[src/rtl/load_store_unit.sv]
// MIPS load/store unit: turns lb/lbu/lh/lhu/lw/sb/sh/sw requests into word-wide data_mem
// accesses, with sub-word extraction/extension, read-modify-write stores and misalignment detection.
module load_store_unit #(
    parameter int unsigned ADDR_W     = 32,
    parameter bit          BIG_ENDIAN = 1'b0
) (
    input  logic              clk,
    input  logic              rst,
    input  logic              req_valid,
    output logic              req_ready,
    input  logic              req_we,
    input  logic [1:0]        req_size,
    input  logic              req_signed,
    input  logic [ADDR_W-1:0] req_addr,
    input  logic [31:0]       req_wdata,
    output logic              resp_valid,
    output logic [31:0]       resp_rdata,
    output logic              resp_misaligned,
    output logic              mem_r,
    output logic              mem_w,
    output logic [ADDR_W-1:0] mem_addr,
    output logic [31:0]       mem_wdata,
    input  logic [31:0]       mem_rdata
);

    localparam int unsigned DATA_W = 32;

    localparam logic [1:0] SIZE_BYTE = 2'b00;
    localparam logic [1:0] SIZE_HALF = 2'b01;
    localparam logic [1:0] SIZE_WORD = 2'b10;

    typedef enum logic [2:0] {
        S_IDLE,
        S_RD,
        S_RDC,
        S_WR,
        S_RESP
    } state_t;

    state_t              r_state;
    state_t              w_next;

    logic                r_we;
    logic [1:0]          r_size;
    logic                r_signed;
    logic [ADDR_W-1:0]   r_addr;
    logic [DATA_W-1:0]   r_data;
    logic                r_misaligned;

    logic                w_accept;
    logic                w_req_misaligned;
    logic [1:0]          w_lane;
    logic                w_half_sel;
    logic [7:0]          w_byte;
    logic [15:0]         w_half;
    logic [DATA_W-1:0]   w_extended;
    logic [DATA_W-1:0]   w_merged;
    logic [ADDR_W-1:0]   w_word_index;

    assign w_accept = req_valid && !rst && (r_state == S_IDLE);

    // Size 11 is never a legal access, so it shares the misaligned path.
    always_comb begin
        w_req_misaligned = 1'b0;
        case (req_size)
            SIZE_BYTE: w_req_misaligned = 1'b0;
            SIZE_HALF: w_req_misaligned = req_addr[0];
            SIZE_WORD: w_req_misaligned = (req_addr[1:0] != 2'b00);
            default:   w_req_misaligned = 1'b1;
        endcase
    end

    // Lane selection from the latched address; big-endian mirrors lanes within the word.
    assign w_lane       = BIG_ENDIAN ? ~r_addr[1:0] : r_addr[1:0];
    assign w_half_sel   = BIG_ENDIAN ? ~r_addr[1] : r_addr[1];
    assign w_byte       = mem_rdata[{w_lane, 3'b000} +: 8];
    assign w_half       = mem_rdata[{w_half_sel, 4'b0000} +: 16];
    assign w_word_index = {2'b00, r_addr[ADDR_W-1:2]};

    always_comb begin
        w_extended = mem_rdata;
        case (r_size)
            SIZE_BYTE: w_extended = r_signed ? {{24{w_byte[7]}}, w_byte} : {24'd0, w_byte};
            SIZE_HALF: w_extended = r_signed ? {{16{w_half[15]}}, w_half} : {16'd0, w_half};
            default:   w_extended = mem_rdata;
        endcase
    end

    // Sub-word store: overwrite only the addressed lane(s) of the captured word.
    always_comb begin
        w_merged = mem_rdata;
        if (r_size == SIZE_BYTE) begin
            w_merged[{w_lane, 3'b000} +: 8] = r_data[7:0];
        end else begin
            w_merged[{w_half_sel, 4'b0000} +: 16] = r_data[15:0];
        end
    end

    always_ff @(posedge clk) begin
        if (rst) begin
            r_state <= S_IDLE;
        end else begin
            r_state <= w_next;
        end
    end

    always_comb begin
        w_next          = r_state;
        req_ready       = 1'b0;
        resp_valid      = 1'b0;
        resp_rdata      = '0;
        resp_misaligned = 1'b0;
        mem_r           = 1'b0;
        mem_w           = 1'b0;
        mem_addr        = '0;
        mem_wdata       = '0;
        case (r_state)
            S_IDLE: begin
                req_ready = !rst;
                if (w_accept) begin
                    if (w_req_misaligned) begin
                        w_next = S_RESP;
                    end else if (req_we && (req_size == SIZE_WORD)) begin
                        w_next = S_WR;
                    end else begin
                        w_next = S_RD;
                    end
                end
            end
            S_RD: begin
                mem_r    = !rst;
                mem_addr = w_word_index;
                w_next   = S_RDC;
            end
            S_RDC: begin
                mem_r    = !rst;
                mem_addr = w_word_index;
                w_next   = r_we ? S_WR : S_RESP;
            end
            S_WR: begin
                mem_w     = !rst;
                mem_addr  = w_word_index;
                mem_wdata = r_data;
                w_next    = S_RESP;
            end
            S_RESP: begin
                mem_addr        = w_word_index;
                resp_valid      = !rst;
                resp_misaligned = !rst && r_misaligned;
                resp_rdata      = (rst || r_we || r_misaligned) ? '0 : r_data;
                w_next          = S_IDLE;
            end
            default: begin
                w_next = S_IDLE;
            end
        endcase
    end

    // Request latch; r_data holds store data until RDC, then the extended load or merged word.
    always_ff @(posedge clk) begin
        if (rst) begin
            r_we         <= 1'b0;
            r_size       <= 2'b00;
            r_signed     <= 1'b0;
            r_addr       <= '0;
            r_data       <= '0;
            r_misaligned <= 1'b0;
        end else begin
            if (w_accept) begin
                r_we         <= req_we;
                r_size       <= req_size;
                r_signed     <= req_signed;
                r_addr       <= req_addr;
                r_data       <= req_wdata;
                r_misaligned <= w_req_misaligned;
            end
            if (r_state == S_RDC) begin
                r_data <= r_we ? w_merged : w_extended;
            end
        end
    end

endmodule

[config.mk]
export PLATFORM = sky130hd
export DESIGN_NAME = load_store_unit
export DESIGN_NICKNAME = d
export VERILOG_FILES = /design/src/rtl/load_store_unit.sv
export SDC_FILE = /design/constraint.sdc
export NUM_CORES = 1
export LEC_CHECK = 0
export CELL_PAD_IN_SITES_DETAIL_PLACEMENT = 1
export CELL_PAD_IN_SITES_GLOBAL_PLACEMENT = 1
export CORE_ASPECT_RATIO = 1.1
export CORE_UTILIZATION = 33
export CTS_CLUSTER_DIAMETER = 60
export DETAILED_ROUTE_END_ITERATION = 10
export MAX_ROUTING_LAYER = met4
export PLACE_DENSITY = 0.93
export RECOVER_POWER = 100
export SYNTH_ARGS = -nofsm -noshare
export SYNTH_HDL_FRONTEND = slang
export SYNTH_SLANG_ARGS = --single-unit
export TNS_END_PERCENT = 10
[constraint.sdc]
create_clock -name clk -period 3.6 [get_ports clk]
set_input_delay 0.72 -clock clk [delete_from_list [all_inputs] [get_ports clk]]
set_output_delay 0.72 -clock clk [all_outputs]
set_load 0.005 [all_outputs]
Word level (Yosys, flattened, before mapping):

Index checks and enable logic that the tools add are counted.

* bits of input ports: 103
* bits in registers: 72
* output and inout port bits: 101

* shift-type cells: 6
* add/sub/neg operators: 2
* equality and inequality tests: 8
* muxes and demuxes: 24
* reductions and logical operators: 14

Operator list (count)
* 2-to-1 mux 32 bit: 9
* bitwise mux 32 bit: 2
* one-hot mux 32 bit (2 select lines): 1
* variable shift 16 x 7 -> 32 bit (first input constant): 1
* variable shift 8 x 7 -> 32 bit (first input constant): 1
* variable part select 16 x 7 -> 32 bit: 1
* variable part select 32 x 6 -> 16 bit: 1
* variable part select 32 x 6 -> 8 bit: 1
* variable part select 8 x 7 -> 32 bit: 1
* 2-to-1 mux 30 bit: 1
* negator 5 -> 7 bit: 2
* one-hot mux 3 bit (4 select lines): 1
* 2-to-1 mux 3 bit: 3
* equality test 3 x 2 -> 1 bit (second input constant): 2
* 2-to-1 mux 1 bit: 5
* equality test 2 x 1 -> 1 bit (second input constant): 2
* logical AND 1 bit: 4
* logical NOT 2 bit: 2
* nonzero test 2 bit: 2
* OR reduction 4 bit: 1
* equality test 3 x 1 -> 1 bit (second input constant): 1
* equality test 3 bit (second input constant): 1
* logical NOT 3 bit: 1
* one-hot mux 1 bit (3 select lines): 1
* other kinds (6): 7

Longest topological paths before layout:

Gate-level depths: netlist of the first run.

* depth in word-level cells: 6
* gate-level depth with buffers: 10
* gate-level depth less buffers: 7

Least setup slack after synthesis of the first run:

OpenSTA, ideal clock, no wires.

* path type: flip-flop to flip-flop
* start: register r_addr[1]
* end: register r_data[15]
* cell stages (with the launch flop): 11
* arrival: 2.346 ns
* slack: 1.118 ns
* path buffers: 3
* required time: 3.464 ns
* period minus slack after synthesis: 2.482 ns
* setup time: 0.136 ns
* cells stage by stage: dfxtp_1 buf_2 buf_2 inv_1 ha_1 nor2b_1 and3_1 clkbuf_1 a22o_1 a221oi_1 a211oi_1

* word-level cells in the longest chain between the ends: 6
* elaborated cells on any way between the ends: 16
* classes of those cells: 2 x add/sub; 6 x shift; 8 x mux

Ends and longest elaborated chain
* start: declaration: RTL line 46 `logic [ADDR_W-1:0] r_addr;`
* start signal: assignment: RTL line 173 `r_addr <= req_addr;`
* negator 5 -> 7 bit (on tied branches): RTL line 95, 93
* variable part select 16 x 7 -> 32 bit, or another cell as far along: RTL line 95 `w_merged[{w_half_sel, 4'b0000} +: 16] = r_data[15:0];`
* bitwise mux 32 bit (on tied branches): RTL line 95, 93
* 2-to-1 mux 32 bit: RTL line 92 `if (r_size == SIZE_BYTE) begin`
* 2-to-1 mux 32 bit *: RTL line 178 `r_data <= r_we ? w_merged : w_extended;`
* 2-to-1 mux 32 bit *: RTL line 177 `if (r_state == S_RDC) begin`
* end signal: assignment: RTL line 174 `r_data <= req_wdata;`
* end signal: assignment: RTL line 178
* end: declaration: RTL line 47 `logic [DATA_W-1:0] r_data;`

Every way passes the cells marked *; elsewhere a longest branch is shown, timed or not.
A chain may end at the register's enable or synchronous reset.

Worst setup path after layout of the first run:

* start: input rst
* end: output req_ready

* word-level cells in the longest chain between the ends: 2

Ends and longest elaborated chain
* start: declaration: RTL line 8 `input logic rst,`
* logical NOT 1 bit: RTL line 119 `req_ready = !rst;`
* 2-to-1 mux 1 bit: RTL line 117 `case (r_state)`
* end: declaration: RTL line 10 `output logic req_ready,`

No other way between the ends.

==> results of run 1 <==
worst max-delay path by stage:
stage,cells past startpoint,slack (ns),endpoint
after floorplan,10,1.12,r_data[15]
after global placement,6,0.67,resp_rdata[13]
after detailed placement,6,0.51,resp_rdata[10]
after CTS,5,0.31,resp_rdata[10]
after global routing,5,0.07,resp_rdata[21]
final,4,0.22,req_ready
registers in the layout (all words and copies together), names as in the netlist:
name          cells
r_we              1
r_state           3
r_data           32
r_size            2
r_misaligned      1
r_addr           32
r_signed          1
power breakdown:
part	switching, mW	leakage [nW]	internal [mW]
Sequential	0.0938	0.593	0.874
Combinational	0.321	1.98	0.293
Clock	0.383	0.170	0.697
layer usage:
layer  up-vias  wire length [microns]  track usage
li1       2679                      -            -
met1      2682                   7870        0.283
met2       298                   9330        0.448
met3        61                   1790       0.0699
met4         0                   1090        0.168
met5         -                      0            -
placed cells by master, fill, tap and decap left out, types with 4 or more instances in the layout:
cell and n:
clkbuf_16 9, dfxtp_1 72, a22oi_1 7, mux2i_1 16, a21oi_1 38, a221oi_1 17, and2_1 54, o211ai_1 9
nand2b_1 34, o21ai_0 50, o32a_1 4, dlygate4sd3_1 46, clkdlybuf4s50_1 154, o31ai_1 5, ha_1 5, a311oi_1 18
nor2_1 77, nand4_1 4, a22o_1 8, nand2_1 67, and2_0 42, a211oi_1 9, nor3_1 5, buf_4 10
inv_1 10
logic make-up after synthesis:
kind of cell	count (synthesis)	synth area share
mux	16	0.0322
xor+xnor	2	0.00353
compound gates	189	0.273
fa+ha+maj	5	0.0126
other cells	1	0.000755
simple gates	311	0.331
buf+inv	66	0.0567
flops	72	0.290
layout make-up:
class | count | area, sq um | area share
inverters | 11 | 41.3 | 0.00555
clock buffers | 11 | 243 | 0.0326
diodes | 2 | 5.00 | 0.000673
repair buffers | 215 | 2100 | 0.283
well taps | 192 | 240 | 0.0323
multi-input cells | 525 | 3260 | 0.438
clock inverters | 5 | 104 | 0.0140
flip-flops and latches | 72 | 1440 | 0.194
critical path: cells and delay by family:
family | cells | cell delay [ns]
buffers and inverters | 3 | 1.79
AND/OR/NAND/NOR | 1 | 0.11
per-stage QoR:
step	setup slack [ns]	instance area (sq um)	std cells	power [mW]
after floorplan	1.12	4970	663	1.29
after global placement	0.668	7100	1015	1.57
after detailed placement	0.514	7100	1015	1.59
after CTS	0.314	7440	1031	2.67
after global routing	0.0674	7430	1033	2.77
final	0.221	7430	1033	2.66
==> impl_metrics.toml, run 1 <==
[clocking]
ctsResizeCount = 0
numCtsBuffers = 9
htreeDepth = 3
clk_path_buf_depth = 2
clock_latency_ns = 0.35
cts_sinks = 72
ctsRootBufferMaster = "clkbuf_16"
cts_tree = "built"
post_cts_buffers = 0
clk_pin_slew_ns = 0.06
hold_buffers = 0

[synthesis]
synth.distinct_cells = 63
yosysWarningCount = 0
yosys_register_bits = 72
synth_flop_cell = "dfxtp_1"
netlist_top_cells_count = "96 x and2_1, 78 x nor2_1, 72 x dfxtp_1, 67 x nand2_1, 50 x o21ai_0"
async_flop_share = 0
synthCells = 662
synth_area_leaders = "dfxtp_1 29%, and2_1 12%, nor2_1 5.9%"
synth_edf_count = 0
avgSynthCellArea_sq_um = 7.50
synth.most_common_cell = "and2_1"
syn_area_sq_um = 4970
synth_top_cell_by_area = "dfxtp_1"
ys_seq_area_frac = 0.290
yosysTopAreaCellShare = 0.290

[placed_design]
io_buffers = 201
dp_hpwl_microns = 14700
place.gp.congestion = 0.937

[floorplanning]
floorplan.initialDensity = 0.341
die_w_microns = 119
die_y_microns = 131
core_area_sq_um = 14600
die_area_sq_um = 15500
io_pins = 204
fp-row-count = 46

[min_path]
worstHoldStart = "r_addr[29]"
min_path_type = "register to register"
min_path_cells = 2
holdPathEnd = "r_addr[29]"

[drt]
ant_nets = 0
drt-initial-drc-count = 367
vias = 5720
drcViolationCount = 0
drt_pass1_iterations = 5
routedWlPerCell_microns = 19.4
routed_via_density = 5.54
wl_microns = 20100

[power_and_ir_drop]
power_density_nw_per_um2 = 358
ir_worst_vdd_uv = 251
p_leak_nw = 2.74

[run]
max_cap_viol_count = 1

[setup_path]
cp-end-kind = "primary output"
cp-start-kind = "input port"
cp_max_fo = 74
worst_ep_arrival_time_ns = 2.66
r2r_cells = 7
reg2reg_slack_ns = 0.63
r2r-end = "r_data[17]"
timing_worst_setup_path_type = "input port to primary output"
crit_chain = "clkbuf_1 > clkbuf_2 > nor2_1 > clkdlybuf4s50_1"
slowest_delay_ns = 1.14
r2r_start = "r_addr[0]"
worst_ep_required_time_ns = 2.88
cp-startpoint = "rst"
critPathSlowestCell = "clkbuf_2"

[outcome]
status = "finished with violations"
violations = "capacitance limit, slew limit"

[sta]
post-route-min-period_ns = 3.38
setup_viol = 0
fin_crit_sh = 0.939
tightest_slew_ns = 1.54
fin_worst_skew_ns = 0.0106
maxSlewHeadroom = -0.0241
whs_ns = 0.471
hold_violations = 0
rsz0062_at_grt = "false"
maxSlewViolCount = 75
setup_tns_ns = 0
timing.fmax_ghz = 0.296

[global_route]
antenna_found_initial = 2
grt_overflow = 0
grt_util_all_layers = 0.267
grt_first_pass_wirelength_microns = 30800
grt_pass1_vias = 5756
grt_max_degree = 75

[final_layout]
drive_above_1_share = 0.0584
nFillCells = 1737
utilization = 0.511
fin_nets = 942
area_delta_synth_final_pct = 49.7
Power figures use the tool's default switching activity.
==> run 2: changes to the inputs <==
--- a/config.mk
+++ b/config.mk
@@ -14,6 +14,7 @@
 export MAX_ROUTING_LAYER = met4
 export PLACE_DENSITY = 0.93
 export RECOVER_POWER = 100
+export SLEW_MARGIN = 20
 export SYNTH_ARGS = -nofsm -noshare
 export SYNTH_HDL_FRONTEND = slang
 export SYNTH_SLANG_ARGS = --single-unit
==> results of run 2 <==
Same layout as run 1: the final DEF is identical, and so are final timing and power.
